==> src/rtl/mips_defs_pkg.sv <==
// Shared MIPS decode/execute definitions used by the divide sequencer.
package mips_defs_pkg;

    typedef enum logic [1:0] {
        IDLE = 2'd0,
        BUSY = 2'd1,
        DONE = 2'd2
    } div_state_t;

    localparam logic [5:0] FUNCT_DIV   = 6'b011010;
    localparam logic [5:0] FUNCT_DIVU  = 6'b011011;
    localparam logic [7:0] EXE_ZERO_OP = 8'h00;

endpackage

==> src/rtl/div_step.sv <==
// One combinational radix-2 restoring divide step: shift the next dividend bit
// into the partial remainder, subtract the divisor if it fits, record the quotient bit.
module div_step #(
    parameter int WIDTH = 32
) (
    input  logic [WIDTH-1:0] rem_i,
    input  logic [WIDTH-1:0] quo_i,
    input  logic [WIDTH-1:0] dvsr_i,
    output logic [WIDTH-1:0] rem_o,
    output logic [WIDTH-1:0] quo_o
);

    logic [WIDTH:0] shifted;
    logic [WIDTH:0] trial;

    // The extra top bit keeps the shifted remainder exact when the divisor uses the full width.
    always_comb begin
        shifted = {rem_i, quo_i[WIDTH-1]};
        trial   = shifted - {1'b0, dvsr_i};
        if (trial[WIDTH]) begin
            rem_o = shifted[WIDTH-1:0];
            quo_o = {quo_i[WIDTH-2:0], 1'b0};
        end else begin
            rem_o = trial[WIDTH-1:0];
            quo_o = {quo_i[WIDTH-2:0], 1'b1};
        end
    end

endmodule

==> src/rtl/div_sequencer.sv <==
// Multi-cycle DIV/DIVU sequencer with pipeline stall, HILO write strobe and flush abort.
// Optional macro DIV_ZERO_EARLY_EN: a zero divisor skips the iterations and finishes in one cycle.
module div_sequencer
    import mips_defs_pkg::*;
#(
    parameter int WIDTH = 32
) (
    input  logic             clk,
    input  logic             resetn,
    input  logic             start,
    input  logic             signed_div,
    input  logic             annul,
    input  logic [WIDTH-1:0] opa,
    input  logic [WIDTH-1:0] opb,
    output logic             stall,
    output logic             ready,
    output logic [WIDTH-1:0] hi,
    output logic [WIDTH-1:0] lo
);

    localparam int CNT_W = $clog2(WIDTH) + 1;

    div_state_t       state_q, state_d;
    logic [CNT_W-1:0] cnt_q, cnt_d;
    logic [WIDTH-1:0] rem_q, rem_d;
    logic [WIDTH-1:0] quo_q, quo_d;
    logic [WIDTH-1:0] dvsr_q, dvsr_d;
    logic [WIDTH-1:0] hi_q, hi_d;
    logic [WIDTH-1:0] lo_q, lo_d;
    logic             sgn_quo_q, sgn_quo_d;
    logic             sgn_rem_q, sgn_rem_d;
    logic [WIDTH-1:0] rem_nx, quo_nx;
    logic             accept;

    function automatic logic [WIDTH-1:0] magnitude(input logic [WIDTH-1:0] x, input logic sgn);
        return (sgn && x[WIDTH-1]) ? -x : x;
    endfunction

    div_step #(.WIDTH(WIDTH)) u_step (
        .rem_i  (rem_q),
        .quo_i  (quo_q),
        .dvsr_i (dvsr_q),
        .rem_o  (rem_nx),
        .quo_o  (quo_nx)
    );

    assign accept = (state_q == IDLE) && start && !annul;
    assign stall  = accept || (state_q == BUSY);
    assign ready  = (state_q == DONE) && !annul;
    assign hi     = hi_q;
    assign lo     = lo_q;

    always_comb begin
        state_d   = state_q;
        cnt_d     = '0;
        rem_d     = rem_q;
        quo_d     = quo_q;
        dvsr_d    = dvsr_q;
        sgn_quo_d = sgn_quo_q;
        sgn_rem_d = sgn_rem_q;
        hi_d      = hi_q;
        lo_d      = lo_q;
        unique case (state_q)
            IDLE: begin
                if (accept) begin
                    state_d   = BUSY;
                    rem_d     = '0;
                    quo_d     = magnitude(opa, signed_div);
                    dvsr_d    = magnitude(opb, signed_div);
                    sgn_quo_d = signed_div && (opa[WIDTH-1] ^ opb[WIDTH-1]);
                    sgn_rem_d = signed_div && opa[WIDTH-1];
`ifdef DIV_ZERO_EARLY_EN
                    if (opb == '0) begin
                        state_d = DONE;
                        hi_d    = opa;
                        lo_d    = '1;
                    end
`endif
                end
            end
            BUSY: begin
                rem_d = rem_nx;
                quo_d = quo_nx;
                cnt_d = cnt_q + CNT_W'(1);
                // Result registers load on the last iteration so hi/lo are valid alongside ready.
                if (cnt_q == CNT_W'(WIDTH - 1)) begin
                    state_d = DONE;
                    hi_d    = sgn_rem_q ? -rem_nx : rem_nx;
                    lo_d    = sgn_quo_q ? -quo_nx : quo_nx;
                end
            end
            DONE:    state_d = IDLE;
            default: state_d = IDLE;
        endcase
        if (annul) begin
            state_d = IDLE;
            cnt_d   = '0;
            hi_d    = hi_q;
            lo_d    = lo_q;
        end
    end

    always_ff @(posedge clk or negedge resetn) begin
        if (!resetn) begin
            state_q   <= IDLE;
            cnt_q     <= '0;
            rem_q     <= '0;
            quo_q     <= '0;
            dvsr_q    <= '0;
            sgn_quo_q <= 1'b0;
            sgn_rem_q <= 1'b0;
            hi_q      <= '0;
            lo_q      <= '0;
        end else begin
            state_q   <= state_d;
            cnt_q     <= cnt_d;
            rem_q     <= rem_d;
            quo_q     <= quo_d;
            dvsr_q    <= dvsr_d;
            sgn_quo_q <= sgn_quo_d;
            sgn_rem_q <= sgn_rem_d;
            hi_q      <= hi_d;
            lo_q      <= lo_d;
        end
    end

endmodule

==> config.mk <==
export PLATFORM = sky130hd
export DESIGN_NAME = div_sequencer
export DESIGN_NICKNAME = d
export VERILOG_FILES = /design/src/rtl/mips_defs_pkg.sv /design/src/rtl/div_step.sv /design/src/rtl/div_sequencer.sv
export SDC_FILE = /design/constraint.sdc
export NUM_CORES = 1
export LEC_CHECK = 0
export ABC_CLOCK_PERIOD_IN_PS = 7100
export BUFFER_PORTS_ARGS = -buffer_cell sky130_fd_sc_hd__buf_2
export CELL_PAD_IN_SITES_DETAIL_PLACEMENT = 1
export CELL_PAD_IN_SITES_GLOBAL_PLACEMENT = 1
export CORE_AREA = 2 2 158 160
export CTS_BUF_LIST = sky130_fd_sc_hd__clkbuf_8
export DETAILED_ROUTE_END_ITERATION = 10
export DIE_AREA = 0 0 160 162
export GPL_TIMING_DRIVEN = 0
export MAX_ROUTING_LAYER = met4
export PLACE_DENSITY = 0.87
export SLEW_MARGIN = 20
export SYNTH_ARGS = -nofsm -noshare
export SYNTH_HDL_FRONTEND = slang
export SYNTH_SLANG_ARGS = --single-unit
==> constraint.sdc <==
create_clock -name clk -period 7.1 [get_ports clk]
set_input_delay 0.71 -clock clk [delete_from_list [all_inputs] [get_ports clk]]
set_output_delay 0.71 -clock clk [all_outputs]
set_load 0.005 [all_outputs]
==> impl_metrics.prom, run 1 <==
# TYPE chip_impl_metric gauge
chip_impl_info{name="status",value="finished, final reports clean"} 1
chip_impl_info{name="rr_endpoint",value="hi[28]"} 1
chip_impl_metric{name="seq_power_share",unit=""} 0.235
chip_impl_metric{name="htree_levels",unit=""} 4
chip_impl_metric{name="dr.first_iter.drc_count",unit=""} 899
chip_impl_metric{name="seq_area_frac_synth",unit=""} 0.357
chip_impl_metric{name="synth_nets",unit=""} 1521
chip_impl_metric{name="worst-r2r-cell-count",unit=""} 24
chip_impl_metric{name="overflow",unit=""} 0
chip_impl_metric{name="pwr-share-comb",unit=""} 0.642
chip_impl_metric{name="fp-row-count",unit=""} 57
chip_impl_info{name="type_of_destination_of_the_critical_path",value="flop"} 1
chip_impl_metric{name="number_of_buffers_on_the_longest_clock_path",unit=""} 2
chip_impl_metric{name="reg2reg_slack",unit="ns"} 0.98
chip_impl_info{name="critical-path-top-cell-by-count",value="sky130_fd_sc_hd__buf_4"} 1
chip_impl_metric{name="p_leak",unit="nW"} 5.96
chip_impl_metric{name="nets",unit=""} 1677
chip_impl_metric{name="coreArea",unit="mm²"} 0.0241
chip_impl_metric{name="grt_max_degree",unit=""} 61
chip_impl_metric{name="p_sw_frac",unit=""} 0.532
chip_impl_info{name="layout.cells.most_common_list",value="sky130_fd_sc_hd__nand2_1 (202), sky130_fd_sc_hd__o21ai_0 (190), sky130_fd_sc_hd__dfrtp_1 (170)"} 1
chip_impl_metric{name="die_area",unit="mm²"} 0.0259
chip_impl_metric{name="slew_headroom",unit=""} 0.515
chip_impl_metric{name="wl",unit="µm"} 41900
chip_impl_metric{name="tns",unit="ns"} 0
chip_impl_metric{name="detailroute.via_count",unit=""} 11696
chip_impl_metric{name="cts.repair.resized",unit=""} 0
chip_impl_metric{name="detail_route.wl_per_cell",unit="µm"} 22.0
chip_impl_info{name="clk_root_buffer_cell",value="sky130_fd_sc_hd__clkbuf_8"} 1
chip_impl_metric{name="power.density_cell_area",unit="mW/mm²"} 439
chip_impl_info{name="cp-start-kind",value="flop"} 1
chip_impl_metric{name="clkSlewWorstSetupHoldPaths",unit="ns"} 0.11
chip_impl_metric{name="slowest_stage_delay_on_critical_path",unit="ns"} 0.46
chip_impl_metric{name="synth_top_area_frac",unit=""} 0.357
chip_impl_metric{name="gr-usage-all-layers",unit=""} 0.335
chip_impl_metric{name="synth_async_sr_flop_share",unit=""} 1.00
chip_impl_info{name="timing.rr.start",value="quo_q[31]"} 1
chip_impl_metric{name="drcViolationCount",unit=""} 0
chip_impl_metric{name="synth.avg_cell_area",unit="µm²"} 8.42
chip_impl_metric{name="first_global_vias",unit=""} 12289
chip_impl_metric{name="routed_via_density",unit=""} 6.13
chip_impl_metric{name="vdd_drop_max",unit="mV"} 0.246
chip_impl_info{name="timing_worst_setup_path_type",value="reg2reg"} 1
chip_impl_info{name="synth.largest_area_cell",value="sky130_fd_sc_hd__dfrtp_1"} 1
chip_impl_metric{name="setup_viol",unit=""} 0
chip_impl_metric{name="tightestPinTransition",unit="ns"} 0.721
chip_impl_info{name="critical-path-slowest-cell",value="sky130_fd_sc_hd__dfrtp_1"} 1
chip_impl_metric{name="numCtsBuffers",unit=""} 17
chip_impl_metric{name="slew_viol_final",unit=""} 0
chip_impl_metric{name="ys.warnings.count",unit=""} 0
chip_impl_metric{name="syn-cell-area",unit="mm²"} 0.0119
chip_impl_metric{name="die_x",unit="µm"} 160
chip_impl_metric{name="final_layout_size_suffix_gt1_frac",unit=""} 0.154
chip_impl_metric{name="fin_cells",unit=""} 1908
chip_impl_metric{name="flow.area_growth_from_synthesis",unit="%"} 13.2
chip_impl_metric{name="postCtsSetupBuffers",unit=""} 0
chip_impl_metric{name="number_of_buffers_inserted_by_port_buffering",unit=""} 134
chip_impl_metric{name="hpwlAfterDp",unit="µm"} 32600
chip_impl_metric{name="synth_edf_count",unit=""} 0
chip_impl_metric{name="cp_max_fo",unit=""} 10
chip_impl_metric{name="grt_pass1_wl",unit="µm"} 66500
chip_impl_metric{name="place.gp.congestion",unit=""} 0.974
chip_impl_metric{name="drt-pass1-iter-count",unit=""} 5
chip_impl_metric{name="number_of_antenna_violations_at_the_first_check_in_global_routing",unit=""} 1
chip_impl_info{name="worst_hold_path_type",value="in2async"} 1
chip_impl_metric{name="clock_power_share",unit=""} 0.122
chip_impl_metric{name="detail-route-antenna-nets",unit=""} 0
chip_impl_metric{name="ys_types",unit=""} 94
chip_impl_metric{name="cell_internal_pwr",unit="mW"} 2.77
chip_impl_metric{name="fmax",unit="GHz"} 0.163
chip_impl_metric{name="insertion_delay_of_the_later_clocked_pin_in_the_worst_skew_pair",unit="ns"} 0.48
chip_impl_metric{name="worstPathArrival",unit="ns"} 6.48
chip_impl_info{name="ys.flop_type",value="sky130_fd_sc_hd__dfrtp_1"} 1
chip_impl_metric{name="yosys_register_bits",unit=""} 170
chip_impl_metric{name="initial_utilization",unit=""} 0.494
chip_impl_info{name="post_synth_main_area_contributors",value="sky130_fd_sc_hd__dfrtp_1 (36%), sky130_fd_sc_hd__o21ai_0 (8.0%), sky130_fd_sc_hd__nand2_1 (6.4%)"} 1
chip_impl_info{name="rsz0062_at_grt",value="false"} 1
chip_impl_metric{name="required_time_reported_for_the_critical_path_endpoint",unit="ns"} 7.46
chip_impl_metric{name="ioPinCount",unit=""} 135
chip_impl_metric{name="clock-sinks",unit=""} 170
chip_impl_info{name="cts_tree",value="built"} 1
chip_impl_info{name="cp_cell_sequence",value="inv_1 -> ha_1 -> fa_1 -> nand2b_1 -> a21oi_2 -> o31ai_4 -> a21oi_4 -> a31oi_4 -> xnor2_2 -> inv_1 -> buf_4 -> buf_4 -> buf_4 -> buf_2 -> nor2_1 -> a21oi_1 -> ha_1 -> nor2b_1 -> nand2_1 -> mux2i_1 -> o221ai_1 -> o41ai_2 -> xnor2_1 -> o21ai_1"} 1
chip_impl_metric{name="fin_worst_skew",unit="ns"} 0.0158
chip_impl_metric{name="die_height",unit="µm"} 162
chip_impl_info{name="mostFrequentLayoutCell",value="sky130_fd_sc_hd__nand2_1"} 1
chip_impl_metric{name="syn-instance-count",unit=""} 1414
chip_impl_metric{name="layout_worst_path_cycle_share",unit=""} 0.862
chip_impl_metric{name="numPlacedInstances",unit=""} 1875
chip_impl_metric{name="final.min_clock_period",unit="ns"} 6.12
chip_impl_metric{name="reported_net_switching_power",unit="mW"} 3.15
chip_impl_metric{name="final_hold_viol_count",unit=""} 0
chip_impl_metric{name="post_cts_hold_buffers",unit=""} 0
chip_impl_metric{name="max-cap-violations",unit=""} 0
## kinds of logic (layout without fill, tap and decap cells)
kind of cell / Yosys count / count (layout) / share of synthesized area
mux: 27 / 27 / 0.0254
compound gates: 447 / 447 / 0.238
fa+ha+maj: 38 / 38 / 0.0406
buf+inv: 128 / 297 / 0.0451
other cells: 0 / 1 / 0
xor+xnor: 144 / 144 / 0.107
simple gates: 460 / 460 / 0.187
flops: 170 / 170 / 0.357
## area by class of cell
cell class	count	area [µm²]
fillers	3007	10600
multi-input cells	1116	7130
flip-flops and latches	170	4250
repair buffers	137	741
well taps	324	405
plain buffers	71	323
clock buffers	17	234
inverters	57	214
clock inverters	15	171
diodes	1	2.50
## cells in the mapped netlist, drive strengths merged, types with 2 or more instances
cell,n
a211o,4
a211oi,11
a21boi,2
a21o,10
a21oi,80
a221oi,2
a22oi,30
a31oi,15
and2,14
and3,13
buf,21
clkbuf,50
dfrtp,170
ha,37
inv,56
mux2,4
mux2i,23
nand2,203
nand2b,12
nand3,25
nand4,12
nand4b,2
nor2,78
nor2b,7
nor3,23
nor3b,6
nor4,21
nor4b,3
o2111a,2
o2111ai,5
o211ai,6
o21a,7
o21ai,215
o21bai,4
o311a,3
o31a,2
o31ai,21
o41ai,13
or2,6
or3,19
or4,10
xnor2,79
xor2,65
## sequential cells by signal, indices dropped and copies added, names as in the netlist
name       cells
hi            32
sgn_quo_q      1
quo_q         32
dvsr_q        32
lo            32
rem_q         32
cnt_q          6
sgn_rem_q      1
state_q        2
## critical path, delay by kind of cell (launching register included)
kind | cells | cell delay [ns]
compound gates | 8 | 1.93
xor+xnor | 2 | 0.37
fa+ha+maj | 3 | 1.02
buf+inv | 6 | 1.15
flops | 1 | 0.46
mux | 1 | 0.44
simple gates | 4 | 0.66
## routing by layer
metal | wire (µm) | track usage
met5 | 0 | -
met3 | 2240 | 0.0518
met4 | 1470 | 0.127
met2 | 20000 | 0.543
met1 | 18200 | 0.427
## through the flow
| stage | instance area [µm²] | hold slack, ns | power, mW | utilization | setup WS, ns |
|---|---|---|---|---|---|
| global route | 13500 | 0.180 | 6.26 | 0.559 | 0.681 |
| CTS | 13500 | 0.170 | 5.84 | 0.559 | 1.18 |
| floorplan | 11900 | 0.414 | 4.00 | - | 2.56 |
| detailed placement | 13100 | 0.467 | 5.07 | 0.542 | 1.36 |
| global placement | 13000 | 0.459 | 4.91 | 0.539 | 1.52 |
| finish | 13500 | 0.150 | 5.92 | 0.559 | 0.981 |
## power by group through the flow
stage,clock network (mW),logic [mW],registers (mW)
detailed placement,0,3.68,1.39
CTS,0.727,3.73,1.38
floorplan,0,2.70,1.30
global placement,0,3.53,1.38
global route,0.763,4.09,1.41
finish,0.724,3.80,1.39
## how the worst max path moves through the flow
stage | from | endpoint | slack (ns) | depth (start not counted)
2_1_floorplan | quo_q[31] | hi[30] | 2.56 | 24
3_3_place_gp | quo_q[31] | hi[28] | 1.52 | 24
3_5_place_dp | quo_q[31] | hi[28] | 1.36 | 24
4_1_cts | quo_q[31] | hi[28] | 1.18 | 24
5_1_grt | quo_q[31] | hi[28] | 0.68 | 24
6_report | quo_q[31] | hi[28] | 0.98 | 24
(Power assumes the default switching activity.)
==> run 2, diff against run 1 <==
==> config.mk (replaced) <==
export PLATFORM = sky130hd
export DESIGN_NAME = div_sequencer
export DESIGN_NICKNAME = d
export VERILOG_FILES = /design/src/rtl/mips_defs_pkg.sv /design/src/rtl/div_step.sv /design/src/rtl/div_sequencer.sv
export SDC_FILE = /design/constraint.sdc
export NUM_CORES = 1
export LEC_CHECK = 0
export ABC_CLOCK_PERIOD_IN_PS = 7100
export BUFFER_PORTS_ARGS = -buffer_cell sky130_fd_sc_hd__buf_2
export CORE_AREA = 2 2 142 144
export CTS_BUF_LIST = sky130_fd_sc_hd__clkbuf_8
export DETAILED_ROUTE_END_ITERATION = 10
export DIE_AREA = 0 0 144 146
export GPL_TIMING_DRIVEN = 0
export MAX_ROUTING_LAYER = met4
export PLACE_DENSITY = 0.82
export SYNTH_ARGS = -nofsm -noshare
export SYNTH_HDL_FRONTEND = slang
export SYNTH_SLANG_ARGS = --single-unit
==> run 2 against run 1 <==
Compared with the run above:
- cell count down 3.2%
- critical path depth unchanged
- register-to-register slack better by 0.27 ns
- die area down 19%
- sequential power about the same
- clock skew up 0.011 ns
- via count down 3.2%
- core utilization up 13 points
- design area down 0.92%
==> impl_metrics.prom, run 2 (synthesis gave the netlist of run 1 again) <==
# TYPE chip_impl_metric gauge
chip_impl_info{name="cts_tree",value="built"} 1
chip_impl_metric{name="post-place-ws",unit="ns"} 1.46
chip_impl_metric{name="worstPathArrival",unit="ns"} 6.20
chip_impl_metric{name="fp-row-count",unit=""} 51
chip_impl_metric{name="seq_area",unit="mm²"} 0.00425
chip_impl_metric{name="fin_worst_hold_slack",unit="ns"} 0.239
chip_impl_metric{name="flow.area_growth_from_synthesis",unit="%"} 12.1
chip_impl_metric{name="hpwlAfterDp",unit="µm"} 26900
chip_impl_metric{name="gr-usage-all-layers",unit=""} 0.345
chip_impl_metric{name="power.density_cell_area",unit="mW/mm²"} 425
chip_impl_metric{name="post-route-worst-setup-slack",unit="ns"} 1.25
chip_impl_metric{name="numPlacedInstances",unit=""} 1815
chip_impl_metric{name="final.min_clock_period",unit="ns"} 5.85
chip_impl_metric{name="overflow",unit=""} 0
chip_impl_metric{name="cp_max_fo",unit=""} 10
chip_impl_metric{name="tns",unit="ns"} 0
chip_impl_metric{name="numCtsBuffers",unit=""} 17
chip_impl_metric{name="diodes",unit=""} 0
chip_impl_info{name="type_of_destination_of_the_critical_path",value="flop"} 1
chip_impl_metric{name="place.gp.congestion",unit=""} 0.985
chip_impl_metric{name="fin_worst_skew",unit="ns"} 0.0272
chip_impl_metric{name="detail-route-antenna-nets",unit=""} 0
chip_impl_metric{name="required_time_reported_for_the_critical_path_endpoint",unit="ns"} 7.45
chip_impl_metric{name="layout.cell_area.non_filler",unit="mm²"} 0.0133
chip_impl_metric{name="postCtsSetupBuffers",unit=""} 0
chip_impl_info{name="timing.rr.start",value="quo_q[31]"} 1
chip_impl_metric{name="placedInstanceArea",unit="mm²"} 0.0130
chip_impl_info{name="cp-start-kind",value="flop"} 1
chip_impl_metric{name="die_x",unit="µm"} 144
chip_impl_metric{name="layout_worst_path_cycle_share",unit=""} 0.824
chip_impl_metric{name="clkSlewWorstSetupHoldPaths",unit="ns"} 0.11
chip_impl_info{name="clk_root_buffer_cell",value="sky130_fd_sc_hd__clkbuf_8"} 1
chip_impl_metric{name="first_global_vias",unit=""} 10648
chip_impl_metric{name="wl",unit="µm"} 34600
chip_impl_info{name="status",value="finished, final reports clean"} 1
chip_impl_metric{name="max-cap-violations",unit=""} 0
chip_impl_metric{name="post_cts_hold_buffers",unit=""} 0
chip_impl_info{name="worst_hold_path_type",value="in2async"} 1
chip_impl_metric{name="final_layout_size_suffix_gt1_frac",unit=""} 0.152
chip_impl_info{name="highest_utilization_routing_layer_at_the_global_route_stage",value="met2"} 1
chip_impl_metric{name="grtUsageMet3",unit=""} 0.0563
chip_impl_metric{name="htree_levels",unit=""} 4
chip_impl_metric{name="tightestPinTransition",unit="ns"} 0.911
chip_impl_metric{name="drt-pass1-iter-count",unit=""} 5
chip_impl_metric{name="fmax",unit="GHz"} 0.171
chip_impl_metric{name="setup_viol",unit=""} 0
chip_impl_metric{name="routed_via_density",unit=""} 6.14
chip_impl_info{name="rsz0062_at_grt",value="false"} 1
chip_impl_metric{name="grt_max_degree",unit=""} 93
chip_impl_info{name="mostFrequentLayoutCell",value="sky130_fd_sc_hd__nand2_1"} 1
chip_impl_metric{name="ioPinCount",unit=""} 135
chip_impl_metric{name="initial_utilization",unit=""} 0.616
chip_impl_metric{name="nets",unit=""} 1676
chip_impl_info{name="timing_worst_setup_path_type",value="reg2reg"} 1
chip_impl_metric{name="die_area",unit="mm²"} 0.0210
chip_impl_metric{name="coreArea",unit="mm²"} 0.0193
chip_impl_info{name="crit_start",value="quo_q[31]"} 1
chip_impl_metric{name="detail_route.wl_per_cell",unit="µm"} 18.8
chip_impl_metric{name="area_of_combinational_cells_with_multiple_inputs",unit="mm²"} 0.00712
chip_impl_metric{name="number_of_antenna_violations_at_the_first_check_in_global_routing",unit=""} 0
chip_impl_metric{name="grt_util_met1",unit=""} 0.487
chip_impl_metric{name="fin_cells",unit=""} 1846
chip_impl_metric{name="dr.first_iter.drc_count",unit=""} 927
chip_impl_metric{name="vdd_drop_max",unit="mV"} 0.255
chip_impl_metric{name="cts.repair.resized",unit=""} 0
chip_impl_metric{name="final.fill_count",unit=""} 1631
chip_impl_info{name="layout.cells.most_common_list",value="sky130_fd_sc_hd__nand2_1 (202), sky130_fd_sc_hd__o21ai_0 (190), sky130_fd_sc_hd__dfrtp_1 (170)"} 1
chip_impl_metric{name="p_leak",unit="nW"} 5.94
chip_impl_metric{name="final_hold_viol_count",unit=""} 0
chip_impl_metric{name="insertion_delay_of_the_later_clocked_pin_in_the_worst_skew_pair",unit="ns"} 0.49
chip_impl_metric{name="drcViolationCount",unit=""} 0
chip_impl_metric{name="grt_pass1_wl",unit="µm"} 55400
chip_impl_metric{name="slew_headroom",unit=""} 0.391
chip_impl_metric{name="detailroute.via_count",unit=""} 11327
chip_impl_metric{name="number_of_buffers_inserted_by_port_buffering",unit=""} 134
chip_impl_metric{name="grtUsageMet2",unit=""} 0.498
chip_impl_metric{name="clock-sinks",unit=""} 170
chip_impl_metric{name="die_height",unit="µm"} 146
chip_impl_metric{name="number_of_buffers_on_the_longest_clock_path",unit=""} 2
chip_impl_metric{name="slew_viol_final",unit=""} 0
==> run 2: cell types whose count changed in the layout (fill, tap and decap cells not counted) <==
cell	change
sky130_fd_sc_hd__buf_16	-1
sky130_fd_sc_hd__buf_2	-1
sky130_fd_sc_hd__buf_6	+1
sky130_fd_sc_hd__bufinv_16	+1
sky130_fd_sc_hd__clkinv_2	-1
sky130_fd_sc_hd__clkinv_4	-2
sky130_fd_sc_hd__clkinv_8	-5
sky130_fd_sc_hd__clkinvlp_4	+1
sky130_fd_sc_hd__diode_2	-1
sky130_fd_sc_hd__inv_6	+4
sky130_fd_sc_hd__inv_8	+1
sky130_fd_sc_hd__nor4_1	+1
sky130_fd_sc_hd__nor4_2	-1
==> run 2: layer usage <==
layer  part of all wire  routed length [µm]
met5                  0                   0
met4              0.036                1250
met3              0.073                2510
met2               0.44               15300
met1               0.45               15500
==> run 2: cell type report <==
cell class	count	area share
inverter	57	0.0160
timing repair buffer	136	0.0539
clock inverter	14	0.0113
multi-input combinational	1116	0.534
clock buffer	17	0.0175
sequential	170	0.319
tap	265	0.0248
buffer	71	0.0242
==> run 2: final timing paths <==
| check | to | slack [ns] | cells past startpoint |
|---|---|---|---|
| worst max register to register | hi[28] | 1.25 | 24 |
| worst max-delay path | hi[28] | 1.25 | 24 |
| worst min-delay path | dvsr_q[20] | 0.24 | 1 |
| max in group asynchronous | rem_q[5] | 6.01 | 2 |
| worst min register to register | hi[20] | 0.48 | 2 |
| min in group clk | hi[20] | 0.48 | 2 |
==> run 2: power breakdown <==
| group | leakage, nW | total, mW | internal [mW] | switching, mW |
|---|---|---|---|---|
| clock | 0.193 | 0.703 | 0.292 | 0.410 |
| combinational | 3.50 | 3.59 | 1.36 | 2.23 |
| sequential | 2.24 | 1.38 | 1.14 | 0.244 |
==> run 2: metrics by stage <==
| step | total power [mW] | utilization |
|---|---|---|
| 2_1_floorplan | 4.00 | - |
| 6_report | 5.68 | 0.690 |
| 3_3_place_gp | 4.83 | 0.668 |
| 5_1_grt | 6.06 | 0.690 |
| 3_5_place_dp | 4.89 | 0.670 |
| 4_1_cts | 5.59 | 0.690 |
==> run 2: critical path, stage by stage, from the launching register on <==
cell and delay (ns):
sky130_fd_sc_hd__dfrtp_1 0.47, sky130_fd_sc_hd__inv_1 0.07, sky130_fd_sc_hd__ha_1 0.26, sky130_fd_sc_hd__fa_1 0.42, sky130_fd_sc_hd__nand2b_1 0.21, sky130_fd_sc_hd__a21oi_2 0.24, sky130_fd_sc_hd__o31ai_4 0.13, sky130_fd_sc_hd__a21oi_4 0.27
sky130_fd_sc_hd__a31oi_4 0.16, sky130_fd_sc_hd__xnor2_2 0.18, sky130_fd_sc_hd__inv_1 0.08, sky130_fd_sc_hd__buf_4 0.20, sky130_fd_sc_hd__buf_4 0.22, sky130_fd_sc_hd__buf_4 0.21, sky130_fd_sc_hd__buf_2 0.33, sky130_fd_sc_hd__nor2_1 0.07
sky130_fd_sc_hd__a21oi_1 0.23, sky130_fd_sc_hd__ha_1 0.32, sky130_fd_sc_hd__nor2b_1 0.19, sky130_fd_sc_hd__nand2_1 0.08, sky130_fd_sc_hd__mux2i_1 0.39, sky130_fd_sc_hd__o221ai_1 0.37, sky130_fd_sc_hd__o41ai_2 0.34, sky130_fd_sc_hd__xnor2_1 0.18
sky130_fd_sc_hd__o21ai_1 0.08
